**src/rtl/mem_access_unit_pkg.sv**
```systemverilog
// Shared encodings and helpers for the MEM-stage access unit: request sizes,
// controller states, default geometry and the sub-word store merge.
package mem_access_unit_pkg;

    localparam int DEF_MEMORY_WIDTH = 32;
    localparam int DEF_NB_ADDR      = 7;

    typedef enum logic [1:0] {
        SIZE_BYTE = 2'b00,
        SIZE_HALF = 2'b01,
        SIZE_WORD = 2'b10,
        SIZE_ILL  = 2'b11
    } size_e;

    typedef enum logic [1:0] {
        IDLE      = 2'b00,
        LOAD_WAIT = 2'b01,
        RMW_MERGE = 2'b10,
        LOAD_OUT  = 2'b11
    } state_e;

    // Overlay the low bits of new_data onto the selected little-endian lane(s) of old_word.
    function automatic logic [31:0] merge_store(input logic [31:0] old_word,
                                                input logic [31:0] new_data,
                                                input logic [1:0]  lane,
                                                input size_e       size);
        logic [31:0] result;
        result = old_word;
        case (size)
            SIZE_BYTE: result[{lane, 3'b000} +: 8]        = new_data[7:0];
            SIZE_HALF: result[{lane[1], 4'b0000} +: 16]   = new_data[15:0];
            default:   result                             = new_data;
        endcase
        return result;
    endfunction

endpackage

```
**src/rtl/mem_access_unit_load_formatter.sv**
```systemverilog
// Combinational load formatter: picks the addressed byte/half lane out of a
// memory word and sign- or zero-extends it to 32 bits.
module mem_access_unit_load_formatter
    import mem_access_unit_pkg::*;
(
    input  logic [31:0] i_word,
    input  logic [1:0]  i_lane,
    input  size_e       i_size,
    input  logic        i_unsigned,
    output logic [31:0] o_result
);

    logic [7:0]  w_byte;
    logic [15:0] w_half;

    // Lane extraction and extension.
    always_comb begin
        w_byte   = i_word[{i_lane, 3'b000} +: 8];
        w_half   = i_word[{i_lane[1], 4'b0000} +: 16];
        o_result = i_word;
        case (i_size)
            SIZE_BYTE: o_result = i_unsigned ? {24'h000000, w_byte} : {{24{w_byte[7]}}, w_byte};
            SIZE_HALF: o_result = i_unsigned ? {16'h0000, w_half}   : {{16{w_half[15]}}, w_half};
            SIZE_WORD: o_result = i_word;
            default:   o_result = i_word;
        endcase
    end

endmodule

```
**src/rtl/mem_access_unit.sv**
```systemverilog
// MEM-stage access controller: turns byte-addressed load/store requests into
// word-addressed data_memory transactions, with RMW for sub-word stores.
module mem_access_unit
    import mem_access_unit_pkg::*;
#(
    parameter int MEMORY_WIDTH = DEF_MEMORY_WIDTH,
    parameter int NB_ADDR      = DEF_NB_ADDR
) (
    input  logic                    i_clock,
    input  logic                    i_reset,
    input  logic                    i_valid,
    output logic                    o_ready,
    input  logic                    i_mem_read,
    input  logic                    i_mem_write,
    input  logic [1:0]              i_size,
    input  logic                    i_unsigned,
    input  logic [31:0]             i_addr,
    input  logic [MEMORY_WIDTH-1:0] i_wdata,
    output logic [MEMORY_WIDTH-1:0] o_rdata,
    output logic                    o_rdata_valid,
    output logic                    o_error,
    output logic                    o_mem_write_data,
    output logic                    o_mem_read_data,
    output logic [NB_ADDR-1:0]      o_write_addr,
    output logic [NB_ADDR-1:0]      o_read_addr,
    output logic [MEMORY_WIDTH-1:0] o_write_data,
    input  logic [MEMORY_WIDTH-1:0] i_mem_data
);

    state_e                  r_state;
    logic [NB_ADDR-1:0]      r_word_addr;
    logic [1:0]              r_lane;
    size_e                   r_size;
    logic                    r_unsigned;
    logic [MEMORY_WIDTH-1:0] r_wdata;
    logic [MEMORY_WIDTH-1:0] r_rdata;
    logic                    r_rdata_valid;
    logic                    r_error;

    logic                    w_accept;
    logic                    w_misaligned;
    logic                    w_out_of_range;
    logic                    w_err;
    logic                    w_load;
    logic                    w_word_store;
    logic                    w_sub_store;
    logic [NB_ADDR-1:0]      w_word_addr;
    logic [MEMORY_WIDTH-1:0] w_fmt;

    assign o_ready        = (r_state == IDLE);
    assign w_accept       = i_valid & o_ready;
    assign w_word_addr    = i_addr[NB_ADDR+1:2];
    assign w_out_of_range = (i_addr[31:NB_ADDR+2] != '0);
    assign w_load         = i_mem_read & ~i_mem_write;
    assign w_word_store   = i_mem_write & ~i_mem_read & (i_size == SIZE_WORD);
    assign w_sub_store    = i_mem_write & ~i_mem_read & (i_size != SIZE_WORD);
    assign o_rdata        = r_rdata;
    assign o_rdata_valid  = r_rdata_valid;
    assign o_error        = r_error;

    // Alignment check per access size; the illegal size counts as misaligned.
    always_comb begin
        case (size_e'(i_size))
            SIZE_BYTE: w_misaligned = 1'b0;
            SIZE_HALF: w_misaligned = i_addr[0];
            SIZE_WORD: w_misaligned = |i_addr[1:0];
            default:   w_misaligned = 1'b1;
        endcase
    end

    // A no-op (neither read nor write) is consumed silently and never flags an error.
    assign w_err = (i_mem_read | i_mem_write) &
                   (w_misaligned | w_out_of_range | (i_mem_read & i_mem_write));

    mem_access_unit_load_formatter u_load_formatter (
        .i_word     (i_mem_data),
        .i_lane     (r_lane),
        .i_size     (r_size),
        .i_unsigned (r_unsigned),
        .o_result   (w_fmt)
    );

    // Controller FSM with registered request fields and pulse outputs.
    always_ff @(posedge i_clock or posedge i_reset) begin
        if (i_reset) begin
            r_state       <= IDLE;
            r_word_addr   <= '0;
            r_lane        <= 2'b00;
            r_size        <= SIZE_BYTE;
            r_unsigned    <= 1'b0;
            r_wdata       <= '0;
            r_rdata       <= '0;
            r_rdata_valid <= 1'b0;
            r_error       <= 1'b0;
        end else begin
            r_rdata_valid <= 1'b0;
            r_error       <= 1'b0;
            case (r_state)
                IDLE: begin
                    if (w_accept) begin
                        r_word_addr <= w_word_addr;
                        r_lane      <= i_addr[1:0];
                        r_size      <= size_e'(i_size);
                        r_unsigned  <= i_unsigned;
                        r_wdata     <= i_wdata;
                        if (w_err) begin
                            r_error <= 1'b1;
                        end else if (w_load) begin
                            r_state <= LOAD_WAIT;
                        end else if (w_sub_store) begin
                            r_state <= RMW_MERGE;
                        end else begin
                            r_state <= IDLE;
                        end
                    end
                end
                LOAD_WAIT: begin
                    r_rdata       <= w_fmt;
                    r_rdata_valid <= 1'b1;
                    r_state       <= LOAD_OUT;
                end
                RMW_MERGE: r_state <= IDLE;
                LOAD_OUT:  r_state <= IDLE;
                default:   r_state <= IDLE;
            endcase
        end
    end

    // Memory-side strobes: word stores write straight from the inputs, RMW writes the merged word.
    always_comb begin
        o_mem_write_data = 1'b0;
        o_mem_read_data  = 1'b0;
        o_write_addr     = r_word_addr;
        o_read_addr      = w_word_addr;
        o_write_data     = merge_store(i_mem_data, r_wdata, r_lane, r_size);
        case (r_state)
            IDLE: begin
                if (w_accept && !w_err && w_word_store) begin
                    o_mem_write_data = 1'b1;
                    o_write_addr     = w_word_addr;
                    o_write_data     = i_wdata;
                end else if (w_accept && !w_err && (w_load || w_sub_store)) begin
                    o_mem_read_data = 1'b1;
                end else begin
                    o_mem_write_data = 1'b0;
                    o_mem_read_data  = 1'b0;
                end
            end
            RMW_MERGE: o_mem_write_data = 1'b1;
            default: begin
                o_mem_write_data = 1'b0;
                o_mem_read_data  = 1'b0;
            end
        endcase
    end

endmodule

```
**config.mk**
```make
export PLATFORM = sky130hd
export DESIGN_NAME = mem_access_unit
export DESIGN_NICKNAME = d
export VERILOG_FILES = /design/src/rtl/mem_access_unit_pkg.sv /design/src/rtl/mem_access_unit_load_formatter.sv /design/src/rtl/mem_access_unit.sv
export SDC_FILE = /design/constraint.sdc
export NUM_CORES = 1
export LEC_CHECK = 0
export CORE_AREA = 2 2 133 135
export CTS_CLUSTER_DIAMETER = 80
export DETAILED_ROUTE_END_ITERATION = 10
export DIE_AREA = 0 0 135 137
export SETUP_SLACK_MARGIN = 0.4
export SLEW_MARGIN = 20
export SYNTH_ARGS = -nofsm -noshare
export SYNTH_HDL_FRONTEND = slang
export SYNTH_SLANG_ARGS = --single-unit
export TNS_END_PERCENT = 20
```
**constraint.sdc**
```tcl
create_clock -name i_clock -period 3.1 [get_ports i_clock]
set_input_delay 0.62 -clock i_clock [delete_from_list [all_inputs] [get_ports i_clock]]
set_output_delay 0.62 -clock i_clock [all_outputs]
set_load 0.01 [all_outputs]
```
==> key figures <==
Status
  – Run status: finished clean

Pwr
  – Sw frac: 31.02%
  – Maximum VDD drop: 0.0002828 V
  – Sequential Power Share: 37.2%
  – Leakage: 3.428 nW
  – Switching Power: 0.0009680 W
  – Logic pwr share: 30.0%
  – Clock share of power: 32.8%
  – Int Pwr: 0.002152 W
  – Pwr per Cell Area: 390.0 nW/µm²

Timing
  – Worst-Margin Slew: 652.0 ps
  – Clk_skew: 8.623 ps
  – Slew Viols, Final: 0
  – Setup ws final: 108.1 ps
  – Hold Slack: 482.2 ps
  – Final worst-path cycle share: 96.51%
  – Setup Viol. Count Final: 0
  – RSZ-0062 raised after global routing: yes
  – Relative slew slack: 56.48%
  – Final min period: 2992 ps
  – Maximum clock frequency: 0.3342 GHz
  – Final Hold Fails: 0

Setup path
  – CP Data Required Time: 2480 ps
  – Worst-path cell chain: buf_8 -> nor4bb_4 -> buf_4 -> and3_4 -> nor3b_4 -> buf_6 -> bufbuf_16 -> buf_4 -> a21oi_1 -> clkdlybuf4s15_2
  – CP arrival: 2370 ps
  – Critical path's largest stage delay: 260 ps
  – Most Frequent Cell on Critical Path: buf_4
  – CP delay by family, top: buffers and inverters
  – CP bufs+invs: 6
  – Worst-path maximum fanout: 6
  – Crit Path Class: primary input to primary output
  – CP Capture Type: primary output
  – CP startpoint kind: primary input
  – Max stage delay cell, worst path: nor4bb_4

Clocking
  – Worst-Skew Late Latency: 350 ps
  – H-tree levels: 3
  – Root Buffer: clkbuf_16
  – CTS tree: yes
  – CTS buffer count: 9
  – # clock sinks: 80
  – Clock transition at path regs: 60 ps
  – Clock Tree Buf Depth: 2

Synth
  – Ys Warns: 0
  – #FFs+latches synth: 80
  – Prevailing post-synth register cell: dfrtp_1
  – Area of the mapped netlist: 5007 µm²
  – Cells after Synth: 515
  – Syn Area/Cell: 9.723 µm²
  – Unique cell type count in the Yosys netlist: 46
  – Register area share after synthesis: 39.98%
  – Post-synth ARST share: 100.0%
  – Post-synth EDFFs: 0
  – Syn nets: 624

GRT
  – Initial antenna violation count: 0
  – GRT Total Usage: 20.42%
  – Vias in the first global route: 4964
  – Largest net degree at the start of global routing: 51
  – First-pass GRT wire length: 28550 µm
  – Grt total ovfl: 0

Layout
  – Share of layout cells above drive strength 1: 33.11%
  – Commonest non-fill, non-tap cell in the layout: clkdlybuf4s50_1
  – Final Non-Filler Cells: 965
  – # nets final: 844
  – Final core occ: 46.90%
  – Area grow syn2layout: 59.77%
  – Antenna diodes: 0
  – Commonest non-fill, non-tap cells in the layout: clkdlybuf4s50_1, dfrtp_1, nand2_1

Drt
  – Via count: 5029
  – Drt first pass iters: 5
  – WL/cell: 19.84 µm
  – DRT Wirelength: 19140 µm
  – Vias per inst: 5.211
  – Post-route DRC violation count: 0
  – DRT iter0 DRCs: 384
  – Post-route ant nets: 0

Hold path
  – Hold Crit Class: flip-flop to flip-flop

Placed design
  – Pre-CTS WS: -584.4 ps
  – Placed insts: 931
  – RD Place Congestion: 0.8246
  – Final HPWL from detailed placement: 14070 µm
  – Port Buffers: 186

Floorplan
  – Die Height: 137 µm
  – Initial core utilization: 29.36%
  – IO Pins: 187
  – Area of the die: 18500 µm²
  – Core area: 17060 µm²
  – # rows: 48
  – Die X: 135 µm

Run
  – Max Cap Viol: 0
[cell type report]
type | instances | area (µm²)
Fill cell | 1628 | 9056
Multi-Input combinational cell | 381 | 2998
Timing Repair Buffer | 249 | 2380
Sequential cell | 80 | 2003
Tap cell | 225 | 281.5
Clock buffer | 9 | 225.2
Clock inverter | 7 | 56.30
Inverter | 14 | 56.30
[power groups by stage]
stage	registers (W)	logic, W	clock network, W
6_report	0.00116	0.000937	0.00102
5_1_grt	0.00117	0.00100	0.00108
4_1_cts	0.00116	0.000909	0.00104
3_5_place_dp	0.00118	0.000911	0
3_3_place_gp	0.00117	0.000899	0
2_1_floorplan	0.00115	0.000446	0
[layer usage]
layer / GRT usage, % / share of wire [%] / up-vias
li1: - / - / 2337
met1: 28.48 / 45 / 2449
met5: 0 / 0 / -
met2: 31.81 / 47 / 210
met4: 7.639 / 2.4 / 0
met3: 3.407 / 6.0 / 33
[kinds of logic after synthesis]
kind of cell | after synthesis | share of synthesized area [%]
AND/OR/NAND/NOR | 160 | 15.94
AO/OA/AOI/OAI | 120 | 16.17
buffers and inverters | 54 | 5.247
multiplexers | 96 | 21.41
adder cells (fa/ha/maj) | 5 | 1.249
flip-flops | 80 | 39.98
[state kept, by name, indices dropped and copies added (netlist names)]
register,flops
r_state,2
o_rdata,32
o_error,1
o_rdata_valid,1
r_wdata,32
r_size,2
r_word_addr,7
r_unsigned,1
r_lane,2
[synthesized netlist by cell type, types with 5 or more instances]
master	n	area (µm²)
a21oi_1	35	175.2
a221oi_1	8	70.07
a222oi_1	7	70.07
a22o_1	7	61.31
a22oi_1	8	60.06
buf_2	6	30.03
buf_4	8	60.06
clkbuf_1	22	82.58
dfrtp_1	80	2002
ha_1	5	62.56
inv_1	13	48.80
mux2_2	79	889.6
mux2i_1	16	160.2
nand2_1	66	247.7
nand3_1	33	165.2
nor2_1	13	48.80
nor2b_1	19	118.9
nor4_1	5	31.28
o21ai_0	27	135.1
o221ai_1	16	140.1
or3_1	7	43.79
[worst min-delay path: cells and delay by family (launching register included)]
| kind | cells | cell delay, ps |
|---|---|---|
| flip-flops | 1 | 340 |
| AO/OA/AOI/OAI | 1 | 60 |
| AND/OR/NAND/NOR | 1 | 50 |
[path summary, 6_finish.rpt]
check | startpoint | end | slack, ps | depth (start not counted)
setup reg to reg | r_lane[1] | o_rdata[19] | 1080 | 6
hold / removal | o_rdata[4] | o_rdata[4] | 480 | 2
min in group asynchronous | i_reset | o_error | 660 | 2
setup / recovery | i_size[0] | o_write_data[0] | 110 | 10
hold reg to reg | o_rdata[4] | o_rdata[4] | 480 | 2
max in group asynchronous | i_reset | r_lane[1] | 1770 | 3
[through the flow]
step / area [µm²] / total power, W / setup TNS, ps
floorplan: 5009 / 0.001600 / 0
detailed placement: 7325 / 0.002087 / -18920
global placement: 7325 / 0.002073 / -19050
finish: 8000 / 0.003120 / 0
global route: 8000 / 0.003252 / 0
CTS: 7840 / 0.003111 / 0
[timing repair]
| item | in CTS | in global routing |
|---|---|---|
| gates cloned | 3 | 1 |
| setup endpoints to repair | 41 | 41 |
| gates resized for setup | 222 | 58 |
| pin swaps | 16 | 20 |
| buffers inserted | 9 | 5 |
| hold buffers | 0 | 0 |
No activity file was read; power rests on OpenSTA's default activity.
